`config.mk`:
```
export PLATFORM = sky130hd
export DESIGN_NAME = stream_mux_nto1_flat
export DESIGN_NICKNAME = d
export VERILOG_FILES = /design/src/rtl/stream_mux_nto1_if.sv /design/src/rtl/stream_mux_nto1.sv /design/src/flat_wrapper.sv
export SDC_FILE = /design/constraint.sdc
export NUM_CORES = 1
export LEC_CHECK = 0
export ABC_AREA = 1
export BUFFER_PORTS_ARGS = -buffer_cell sky130_fd_sc_hd__buf_2
export CORE_MARGIN = 4
export CORE_UTILIZATION = 41
export DETAILED_ROUTE_END_ITERATION = 8
export PLACE_DENSITY = 0.81
export SYNTH_ARGS = -nofsm -noshare
export SYNTH_HDL_FRONTEND = slang
export SYNTH_SLANG_ARGS = --single-unit
```
`constraint.sdc`:
```
create_clock -name clk -period 3.4 [get_ports clk]
set_clock_uncertainty 0.1 [all_clocks]
set_input_delay 0.51 -clock clk [delete_from_list [all_inputs] [get_ports clk]]
set_output_delay 0.51 -clock clk [all_outputs]
set_load 0.005 [all_outputs]
```
`src/rtl/stream_mux_nto1_if.sv`:
```
// Handshake bundle for stream_mux_nto1: N producer streams in, one consumer stream out.
// The mux connects through the slave modport; producers and the consumer use master.
interface stream_mux_nto1_if #(
    parameter int WIDTH = 4,
    parameter int N     = 4,
    parameter int SEL_W = (N > 1) ? $clog2(N) : 1
);
    logic [N*WIDTH-1:0] in_data;
    logic [N-1:0]       in_valid;
    logic [N-1:0]       in_last;
    logic [N-1:0]       in_ready;
    logic [SEL_W-1:0]   sel;
    logic [WIDTH-1:0]   out_data;
    logic               out_valid;
    logic               out_last;
    logic               out_ready;
    logic [SEL_W-1:0]   grant;
    logic               locked;

    modport master (
        output in_data, in_valid, in_last, sel, out_ready,
        input  in_ready, out_data, out_valid, out_last, grant, locked
    );

    modport slave (
        input  in_data, in_valid, in_last, sel, out_ready,
        output in_ready, out_data, out_valid, out_last, grant, locked
    );
endinterface

```
`src/rtl/stream_mux_nto1.sv`:
```
// Registered N-to-1 stream mux with valid/ready handshake. A channel is locked for a
// whole packet (through its last beat), chosen by external select or round-robin.
module stream_mux_nto1 #(
    parameter int WIDTH = 4,
    parameter int N     = 4,
    parameter int MODE  = 0,
    parameter int SEL_W = (N > 1) ? $clog2(N) : 1
) (
    input  logic             clk,
    input  logic             rst_n,
    stream_mux_nto1_if.slave bus
);
    localparam logic [0:0] ST_IDLE   = 1'b0;
    localparam logic [0:0] ST_LOCKED = 1'b1;

    logic [0:0]       state_q, state_d;
    logic [SEL_W-1:0] grant_q, grant_d;
    logic [SEL_W-1:0] rr_ptr_q, rr_ptr_d;
    logic [WIDTH-1:0] out_data_q, out_data_d;
    logic             out_valid_q, out_valid_d;
    logic             out_last_q, out_last_d;

    logic             pick_ok;
    logic [SEL_W-1:0] pick;
    logic             can_load;
    logic [N-1:0]     ready_c;
    logic [WIDTH-1:0] sel_data;
    logic             sel_last;
    logic             in_fire;

    // Channel to lock when leaving IDLE. A select value of N or more never matches.
    always_comb begin
        // NOTE: every signal written here gets a default first, so no path leaves it
        // unassigned and no latch is inferred.
        pick_ok = 1'b0;
        pick    = '0;
        if (MODE == 0) begin
            for (int i = 0; i < N; i++) begin
                if (bus.sel == SEL_W'(i) && bus.in_valid[i]) begin
                    pick_ok = 1'b1;
                    pick    = SEL_W'(i);
                end
            end
        end else begin
            for (int k = 1; k <= N; k++) begin
                automatic int idx = (int'(rr_ptr_q) + k) % N;
                if (!pick_ok && bus.in_valid[idx]) begin
                    pick_ok = 1'b1;
                    pick    = SEL_W'(idx);
                end
            end
        end
    end

    // in_ready is a function of state and out_ready only, never of in_valid.
    always_comb begin
        can_load = !out_valid_q || bus.out_ready;
        ready_c  = '0;
        sel_data = '0;
        sel_last = 1'b0;
        for (int i = 0; i < N; i++) begin
            if (grant_q == SEL_W'(i)) begin
                ready_c[i] = (state_q == ST_LOCKED) && can_load;
                sel_data   = bus.in_data[i*WIDTH +: WIDTH];
                sel_last   = bus.in_last[i];
            end
        end
        in_fire = |(ready_c & bus.in_valid);
    end

    always_comb begin
        state_d     = state_q;
        grant_d     = grant_q;
        rr_ptr_d    = rr_ptr_q;
        out_data_d  = out_data_q;
        out_valid_d = out_valid_q;
        out_last_d  = out_last_q;

        case (state_q)
            ST_IDLE: begin
                if (pick_ok) begin
                    grant_d = pick;
                    state_d = ST_LOCKED;
                end
            end
            default: begin
                if (in_fire && sel_last) begin
                    rr_ptr_d = grant_q;
                    state_d  = ST_IDLE;
                end
            end
        endcase

        // A reload in the same cycle as an output accept keeps out_valid high: no gap.
        if (in_fire) begin
            out_data_d  = sel_data;
            out_last_d  = sel_last;
            out_valid_d = 1'b1;
        end else if (out_valid_q && bus.out_ready) begin
            out_valid_d = 1'b0;
        end
    end

    // NOTE: registers take non-blocking assignments so every flop samples the values
    // from before the clock edge, independent of statement order.
    always_ff @(posedge clk or negedge rst_n) begin
        if (!rst_n) begin
            state_q     <= ST_IDLE;
            grant_q     <= '0;
            rr_ptr_q    <= SEL_W'(N - 1);
            out_data_q  <= '0;
            out_valid_q <= 1'b0;
            out_last_q  <= 1'b0;
        end else begin
            state_q     <= state_d;
            grant_q     <= grant_d;
            rr_ptr_q    <= rr_ptr_d;
            out_data_q  <= out_data_d;
            out_valid_q <= out_valid_d;
            out_last_q  <= out_last_d;
        end
    end

    assign bus.in_ready  = ready_c;
    assign bus.out_data  = out_data_q;
    assign bus.out_valid = out_valid_q;
    assign bus.out_last  = out_last_q;
    assign bus.grant     = grant_q;
    assign bus.locked    = (state_q == ST_LOCKED);
endmodule

```
`src/flat_wrapper.sv`:
```
// flat-port wrapper written by rule: the top's interface ports become plain ports
module stream_mux_nto1_flat 
#(
    parameter int WIDTH = 4,
    parameter int N     = 4,
    parameter int MODE  = 0,
    parameter int SEL_W = (N > 1) ? $clog2(N) : 1
)
  (clk, rst_n, bus_in_data, bus_in_valid, bus_in_last, bus_sel, bus_out_ready, bus_in_ready, bus_out_data, bus_out_valid, bus_out_last, bus_grant, bus_locked);
  stream_mux_nto1_if #(.WIDTH(WIDTH), .N(N), .SEL_W(SEL_W)) bus_i ();
  input  logic clk;
  input  logic rst_n;
  input wire logic [$bits(bus_i.in_data)-1:0] bus_in_data;
  input wire logic [$bits(bus_i.in_valid)-1:0] bus_in_valid;
  input wire logic [$bits(bus_i.in_last)-1:0] bus_in_last;
  input wire logic [$bits(bus_i.sel)-1:0] bus_sel;
  input wire logic [$bits(bus_i.out_ready)-1:0] bus_out_ready;
  output wire logic [$bits(bus_i.in_ready)-1:0] bus_in_ready;
  output wire logic [$bits(bus_i.out_data)-1:0] bus_out_data;
  output wire logic [$bits(bus_i.out_valid)-1:0] bus_out_valid;
  output wire logic [$bits(bus_i.out_last)-1:0] bus_out_last;
  output wire logic [$bits(bus_i.grant)-1:0] bus_grant;
  output wire logic [$bits(bus_i.locked)-1:0] bus_locked;
  assign bus_i.in_data = bus_in_data;
  assign bus_i.in_valid = bus_in_valid;
  assign bus_i.in_last = bus_in_last;
  assign bus_i.sel = bus_sel;
  assign bus_i.out_ready = bus_out_ready;
  assign bus_in_ready = bus_i.in_ready;
  assign bus_out_data = bus_i.out_data;
  assign bus_out_valid = bus_i.out_valid;
  assign bus_out_last = bus_i.out_last;
  assign bus_grant = bus_i.grant;
  assign bus_locked = bus_i.locked;
  stream_mux_nto1 #(.WIDTH(WIDTH), .N(N), .MODE(MODE), .SEL_W(SEL_W)) u_core (.clk(clk), .rst_n(rst_n), .bus(bus_i));
endmodule
```
Word-level counts from Yosys, hierarchy flattened --
Cells that the tools add are included.
Operators by class: bitwise logic cells 2, muxes and demuxes 24, equality and inequality tests 6, reduce and logical (&&, ||, !) cells 14
Operator list (number):
- $mux 1 | 18
- $mux 4 | 4
- $eq 2x2->1 const B | 4
- $logic_and 1x1->1 | 7
- $and 4x4->4 | 1
- $eq 2x1->1 const B | 2
- $logic_not 2->1 | 2
- $mux 2 | 2
- $reduce_or 4->1 | 1
- $reduce_and 2->1 | 1
- $reduce_bool 2->1 | 1
- $logic_not 1->1 | 1
- $logic_or 1x1->1 | 1
- $not 1->1 | 1
Word-level totals: bits in registers 9, word-level logic and storage cells 51, output and inout port bits 13, bits of input ports 29

Longest topological paths before layout --
Gate-level depths: netlist of run 1.
word-level depth 9, depth in mapped cells 8, depth with buffers taken out 8

Worst setup path after synthesis of run 1 --
No wires, ideal clock.
path type input -> output, start point input bus_out_ready, end point output bus_in_ready[0], data required time 2790 ps, path buffers 0, cell stages on the path 4, arrival time 982 ps, path slack 1808 ps, path through inv_1 > a21oi_1 > inv_2 > nor3_1
Between the ends: cells in the longest elaborated chain, start to end 3
Ends and longest elaborated chain:
- from (decl) | RTL line flat_wrapper.sv:17 | input wire logic [$bits(bus_i.out_ready)-1:0] bus_out_ready;
- $logic_or 1x1->1 | RTL line stream_mux_nto1.sv:57 | can_load = !out_valid_q || bus.out_ready;
- $logic_and 1x1->1 | RTL line stream_mux_nto1.sv:63 | ready_c[i] = (state_q == ST_LOCKED) && can_load;
- $mux 1 | RTL line stream_mux_nto1.sv:62 | if (grant_q == SEL_W'(i)) begin
- to (decl) | RTL line flat_wrapper.sv:18 | output wire logic [$bits(bus_i.in_ready)-1:0] bus_in_ready;
No other way between the ends.

Worst setup path in the final report of run 1 --
start point register u_core.state_q, in the netlist u_core.bus.locked, end point output bus_in_ready[2]
Between the ends: cells in the longest elaborated chain, start to end 2
Ends and longest elaborated chain:
- from (decl) | RTL line stream_mux_nto1.sv:16 | logic [0:0] state_q, state_d;
- from (signal assigned) | RTL line stream_mux_nto1.sv:115 | state_q <= state_d;
- $logic_and 1x1->1 | RTL line stream_mux_nto1.sv:63
- $mux 1 | RTL line stream_mux_nto1.sv:62
No other way between the ends.

==> metrics.csv, run 1 <==
metric,value,unit
status,"finished, final reports clean",
drv_cap,0,
finalNetCount,164,
muxShareOfSynthArea,0,%
die_x,45.6,µm
fin_crit_sh,59.0,%
worst_path_max_delay_cell,dfrtp_1,
drtAntennaViolNets,0,
antenna_found_initial,0,
drt-total-wl,1750,µm
fin_crit,2000,ps
drv_slew,0,
cts_made_buffers,3,
setup.worst_path.end,bus_in_ready[2],
clock_sinks,9,
nFillCells,121,
powerDensity,791,nW/µm²
area_growth,45.0,%
num_rows,13,
synth.avg_cell_area,6.57,µm²
path_common_cell,inv_2,
multi_input_area,323,µm²
p_leak,0.493,nW
post_cts_buffers,0,
grt_max_degree,11,
dpl.hpwl,1320,µm
synth_nets,117,
tns,0,ps
core_area,1320,µm²
cts_root_buf,clkbuf_4,
start_kind,register,
insertion_delay,260,ps
gp_congestion,0.760,
start_util,43.9,%
pre_cts_slack,1560,ps
synthAdderAreaFrac,0,%
crit_path_end_kind,output port,
vdd.ir_drop.worst,0.000394,V
critPathMaxStageDelay,420,ps
critPathKind,register to output port,
grtUsageTotal,18.0,%
clk_pin_slew,70,ps
synth_top_family_by_area,simple AND/OR/NAND/NOR gates,
io_buffers,41,
ys_top_cells_by_area,"dfrtp_1 39%, nand2_1 23%, nand3_1 6.9%",
critical_path.startpoint,u_core.bus.locked$_DFF_PN0_,
grt_pass1_wl,2690,µm
routed_via_density,4.83,
synth_compound_area_share,10.4,%
ys_ff_latch,9,
fp.dieH,45.6,µm
diodes,0,
regArea,225,µm²
yosys.area.top_type,dfrtp_1,
io_pins,42,
seq_area_frac_synth,39.0,%
synth_top_area_share,39.0,%
synth-simple-area-share,45.5,%
drive_gt1_share,41.0,%
r2r-end,u_core.bus.locked$_DFF_PN0_,
vias,720,
rr_startpoint,u_core.bus.grant[0]$_DFFE_PN0P_,
synth_area,578,µm²
r2r_setup_slack,1900,ps
synthCells,88,
worstPathRequired,2790,ps
fin_ws,1400,ps
worstMarginPinSlew,293,ps
holdBufCountCts,1,
cp_max_fo,5,
cp_data_arrival_time,1390,ps
routedWlPerCell,11.8,µm
grt_remaining_overflow,0,
setup_viol,0,
cts_tree,yes,
h-tree-depth,1,
dieArea,2070,µm²
path_cells,inv_2 -> a21oi_1 -> inv_2 -> nor3_1 -> buf_2,
post_cts_resized,0,
drtIter0Drc,18,
cts_buffer_depth,2,
grt_pass1_vias,662,
firstDrtPassIters,4,
synth_warnings,0,
synth-xor-area-share,0,%
rr_worst_depth,7,
synth_cell_type_count,14,
fmax,499,MHz
hold_viol,0,
slew_headroom,80.5,%
drc,0,
hold_class,register to register,
rsz0062_at_grt,no,
flip-flops by register name, indices dropped and copies added, names as in the netlist:
signal	flops
u_core.bus.out_data	4
u_core.bus.grant	2
u_core.bus.locked	1
u_core.bus.out_last	1
u_core.bus.out_valid	1
logic make-up after synthesis:
group,count (synthesis)
simple gates,59
compound gates,12
flops,9
buf+inv,8
synth_stat cells:
cell type and n:
nand4_1 3, nand2_2 2, dfrtp_1 9, o21ai_0 2, a21oi_1 5, nor2_1 3
nor2_4 1, nand3_1 8, inv_1 3, nor3_1 3, inv_2 5, o21ai_1 5
nand2_1 36, nor2_2 3
how the worst min path moves through the flow:
| stage | to | cells past startpoint | slack [ps] | startpoint |
|---|---|---|---|---|
| 4_1_cts | u_core.bus.out_last$_DFFE_PN0P_ | 2 | 380 | u_core.bus.out_last$_DFFE_PN0P_ |
| 3_3_place_gp | u_core.bus.out_valid$_DFFE_PN0P_ | 1 | 270 | rst_n |
| 2_1_floorplan | u_core.bus.grant[0]$_DFFE_PN0P_ | 0 | 110 | rst_n |
| 3_5_place_dp | u_core.bus.out_valid$_DFFE_PN0P_ | 1 | 280 | rst_n |
| 6_report | u_core.bus.out_last$_DFFE_PN0P_ | 2 | 380 | u_core.bus.out_last$_DFFE_PN0P_ |
| 5_1_grt | u_core.bus.out_data[3]$_DFFE_PN0P_ | 2 | 420 | u_core.bus.out_data[3]$_DFFE_PN0P_ |
where the power goes:
group	total [W]	internal, W	switching, W
Clock	0.0000872	0.0000453	0.0000418
Sequential	0.000209	0.000159	0.0000500
Combinational	0.000368	0.000149	0.000219
per-layer routing:
metal	vias to the layer above	part of all wire [%]	track usage (%)
met5	-	0	0
met2	26	50	30.9
met3	2	6.8	2.37
met4	0	0.51	9.36
li1	380	-	-
met1	312	43	21.4
critical path: cells and delay by family, from the launching register on:
family / cells / cell delay (ps)
DFF: 1 / 420
and+or+nand+nor: 1 / 150
AOI/OAI and AO/OA: 1 / 260
buffers and inverters: 3 / 310
layout make-up:
cell class | instances | area share (%)
tap | 15 | 2.24
timing repair buffer | 42 | 25.7
multi-input combinational | 71 | 38.5
sequential | 9 | 26.9
clock buffer | 4 | 3.13
inverter | 8 | 3.58
placed cells by master, fill, tap and decap left out:
master         instances
o21ai_1                5
nor2_2                 3
clkbuf_4               3
nor2_1                 3
inv_1                  3
buf_2                 41
nand4_1                3
nor3_1                 3
nand2_2                2
o21ai_0                2
a21oi_1                5
dfrtp_1                9
clkbuf_1               1
dlygate4sd3_1          1
nand3_1                8
nand2_1               36
nor2_4                 1
inv_2                  5
stage by stage:
stage / hold WS, ps / area [µm²] / power, W / cells / utilization, %
after floorplan: 114 / 578 / 0.000437 / 88 / -
after global placement: 272 / 802 / 0.000565 / 144 / 60.9
after detailed placement: 277 / 802 / 0.000574 / 144 / 60.9
after CTS: 378 / 838 / 0.000667 / 149 / 63.6
after global routing: 418 / 838 / 0.000734 / 149 / 63.6
final: 376 / 838 / 0.000663 / 149 / 63.6
No activity file was read; power rests on OpenSTA's default activity.
==> inputs of run 2 (changes only) <==
--- a/config.mk
+++ b/config.mk
@@ -5,12 +5,12 @@
 export SDC_FILE = /design/constraint.sdc
 export NUM_CORES = 1
 export LEC_CHECK = 0
-export ABC_AREA = 1
+export ABC_AREA = 0
 export BUFFER_PORTS_ARGS = -buffer_cell sky130_fd_sc_hd__buf_2
 export CORE_MARGIN = 4
-export CORE_UTILIZATION = 41
+export CORE_UTILIZATION = 36
 export DETAILED_ROUTE_END_ITERATION = 8
-export PLACE_DENSITY = 0.81
+export PLACE_DENSITY = 0.73
 export SYNTH_ARGS = -nofsm -noshare
 export SYNTH_HDL_FRONTEND = slang
 export SYNTH_SLANG_ARGS = --single-unit
==> constraint.sdc (replaced) <==
create_clock -name clk -period 1.8 [get_ports clk]
set_clock_uncertainty 0.1 [all_clocks]
set_input_delay 0.27 -clock clk [delete_from_list [all_inputs] [get_ports clk]]
set_output_delay 0.27 -clock clk [all_outputs]
set_load 0.005 [all_outputs]
==> run 2 against run 1 <==
Core utilization down 7.5 points. Routed wire length is 10% lower. Synthesized cell count is 48% lower. Non-clock buffer count rose by 1. Sequential power grew 100%. Register-to-register slack got worse by 1700 ps. Via count is 22% lower. Flip-flop and latch count unchanged. Die area rose by 21%. Hold slack worse by 190 ps. Highest routed layer unchanged.
==> metrics.csv, run 2 <==
metric,value,unit
status,"finished, final reports clean",
core_area,1590,µm²
drt-total-wl,1570,µm
insertion_delay,260,ps
tns,0,ps
synthCells,46,
drc,0,
synth_cell_type_count,24,
vdd.ir_drop.worst,0.000699,V
synth_nets,75,
synth_area,637,µm²
firstDrtPassIters,3,
setup_viol,0,
grt_remaining_overflow,0,
drive_gt1_share,60.0,%
async_flop_share,100,%
p_leak,0.475,nW
diodes,0,
cp_data_arrival_time,1660,ps
post_cts_buffers,0,
drtAntennaViolNets,0,
num_rows,14,
grt_max_degree,12,
cp_max_fo,11,
powerDensity,1360,nW/µm²
area_growth,40.5,%
io_pins,42,
die_x,50.1,µm
drv_slew,0,
critPathKind,register to register,
clock_sinks,9,
gp_congestion,0.790,
ys.flop_type,dfrtp_1,
fmax,620,MHz
cts_root_buf,clkbuf_4,
synth_edf_count,0,
synth.avg_cell_area,13.8,µm²
cts_made_buffers,3,
drv_cap,0,
hold_viol,0,
worstMarginPinSlew,335,ps
largest_register_ffs,4,
synth_top_area_share,35.4,%
ys_top_cells_by_area,"dfrtp_1 35%, mux4_1 21%, mux2_4 9.4%",
yosys-top-cells-count,"9 x dfrtp_1, 5 x mux4_1, 4 x mux2_4",
nFillCells,152,
fp.dieH,50.1,µm
vias,560,
yosys.area.top_type,dfrtp_1,
finalNetCount,120,
synth_warnings,0,
whs,190,ps
routedWlPerCell,13.8,µm
cts_tree,yes,
multi_input_area,382,µm²
start_util,40.0,%
start_kind,register,
grt_pass1_vias,597,
seq_area_frac_synth,35.4,%
crit_path_end_kind,register,
layout_commonest_cell,buf_2,
clk_pin_slew,60,ps
slew_headroom,77.7,%
final_cell_mix,"41 x buf_2, 8 x dfrtp_1, 5 x mux4_1",
cts_buffer_depth,2,
fin_crit,1610,ps
antenna_found_initial,0,
rsz0062_at_grt,no,
post-synth-top-count-cell,dfrtp_1,
regArea,226,µm²
io_buffers,41,
h-tree-depth,1,
ys_ff_latch,9,
hold_class,input port to register,
drtIter0Drc,8,
routed_via_density,4.91,
fin_crit_sh,89.7,%
grt_pass1_wl,2630,µm
dpl.hpwl,1290,µm
dieArea,2510,µm²
worstPathRequired,1850,ps
grtUsageTotal,14.0,%
[run 2: changes by cell type in the layout (fill, tap and decap cells not counted), sizes merged, moves of 2 or more]
| cell | before | now |
|---|---|---|
| a21oi | 5 | 0 |
| mux2i | 0 | 2 |
| nor2 | 7 | 3 |
| inv | 8 | 2 |
| nand2 | 38 | 2 |
| nand3 | 8 | 2 |
| mux4 | 0 | 7 |
| o21ai | 7 | 2 |
| nand4 | 3 | 1 |
| mux2 | 0 | 5 |
[run 2: area by class of cell]
class,count,share of cell area [%]
inverter,2,0.839
sequential,9,25.3
timing repair buffer,43,24.9
clock buffer,4,2.94
tap,24,3.36
multi-input combinational,32,42.7
[run 2: cell families (layout without fill, tap and decap cells)]
logic type      count (synthesis)  in the layout  share of synthesized area [%]
buf+inv                         5             49                           4.72
compound gates                  5              5                           5.70
mux                            14             14                           42.0
flops                           9              9                           35.4
simple gates                   13             13                           12.2
[run 2: stage by stage]
stage	instance area [µm²]	util [%]	cells	setup WS [ps]	total power [W]
finish	895	56.1	114	186	0.00122
global route	895	56.1	114	66.5	0.00132
CTS	893	56.0	114	52.0	0.00123
detailed placement	857	53.8	109	61.0	0.00107
global placement	857	53.8	109	116	0.00105
floorplan	637	-	46	114	0.000861
[run 2: path summary, 6_finish.rpt]
check / from / to / slack [ps] / cells after the start
min in group asynchronous: rst_n / u_core.bus.grant[1]$_DFFE_PN0P_ / 290 / 2
worst max-delay path: u_core.bus.grant[0]$_DFFE_PN0P_ / u_core.bus.out_last$_DFFE_PN0P_ / 190 / 3
worst min register to register: u_core.bus.out_data[3]$_DFFE_PN0P_ / u_core.bus.out_data[3]$_DFFE_PN0P_ / 410 / 1
worst max register to register: u_core.bus.grant[0]$_DFFE_PN0P_ / u_core.bus.out_last$_DFFE_PN0P_ / 190 / 3
worst min-delay path: bus_sel[1] / u_core.bus.grant[1]$_DFFE_PN0P_ / 190 / 2
max in group asynchronous: rst_n / u_core.bus.grant[0]$_DFFE_PN0P_ / 1120 / 2
[run 2: critical path, stage by stage, from the launching register on]
cell and delay [ps]:
dfrtp_2 490, mux4_1 580, nand4_1 120, a21bo_1 210
[run 2: timing repair]
| item | 4_1_cts | 5_1_grt |
|---|---|---|
| setup endpoints to repair | 0 | 1 |
| endpoints found under the hold margin | 9 | 0 |
| gates resized for setup | 0 | 1 |
| hold buffers | 1 | 0 |
[run 2: per-layer routing]
| metal | vias up | GRT usage (%) | share of wire (%) |
|---|---|---|---|
| li1 | 268 | - | - |
| met1 | 256 | 17.5 | 44 |
| met2 | 32 | 22.0 | 45 |
| met3 | 4 | 3.01 | 9.0 |
| met4 | 0 | 8.29 | 2.0 |
| met5 | - | 0 | 0 |
[run 2: report_power, final]
group          leakage [nW]  internal (W)  switching (W)
Sequential            0.104      0.000306       0.000117
Combinational         0.357      0.000395       0.000245
Clock                0.0150     0.0000856      0.0000722
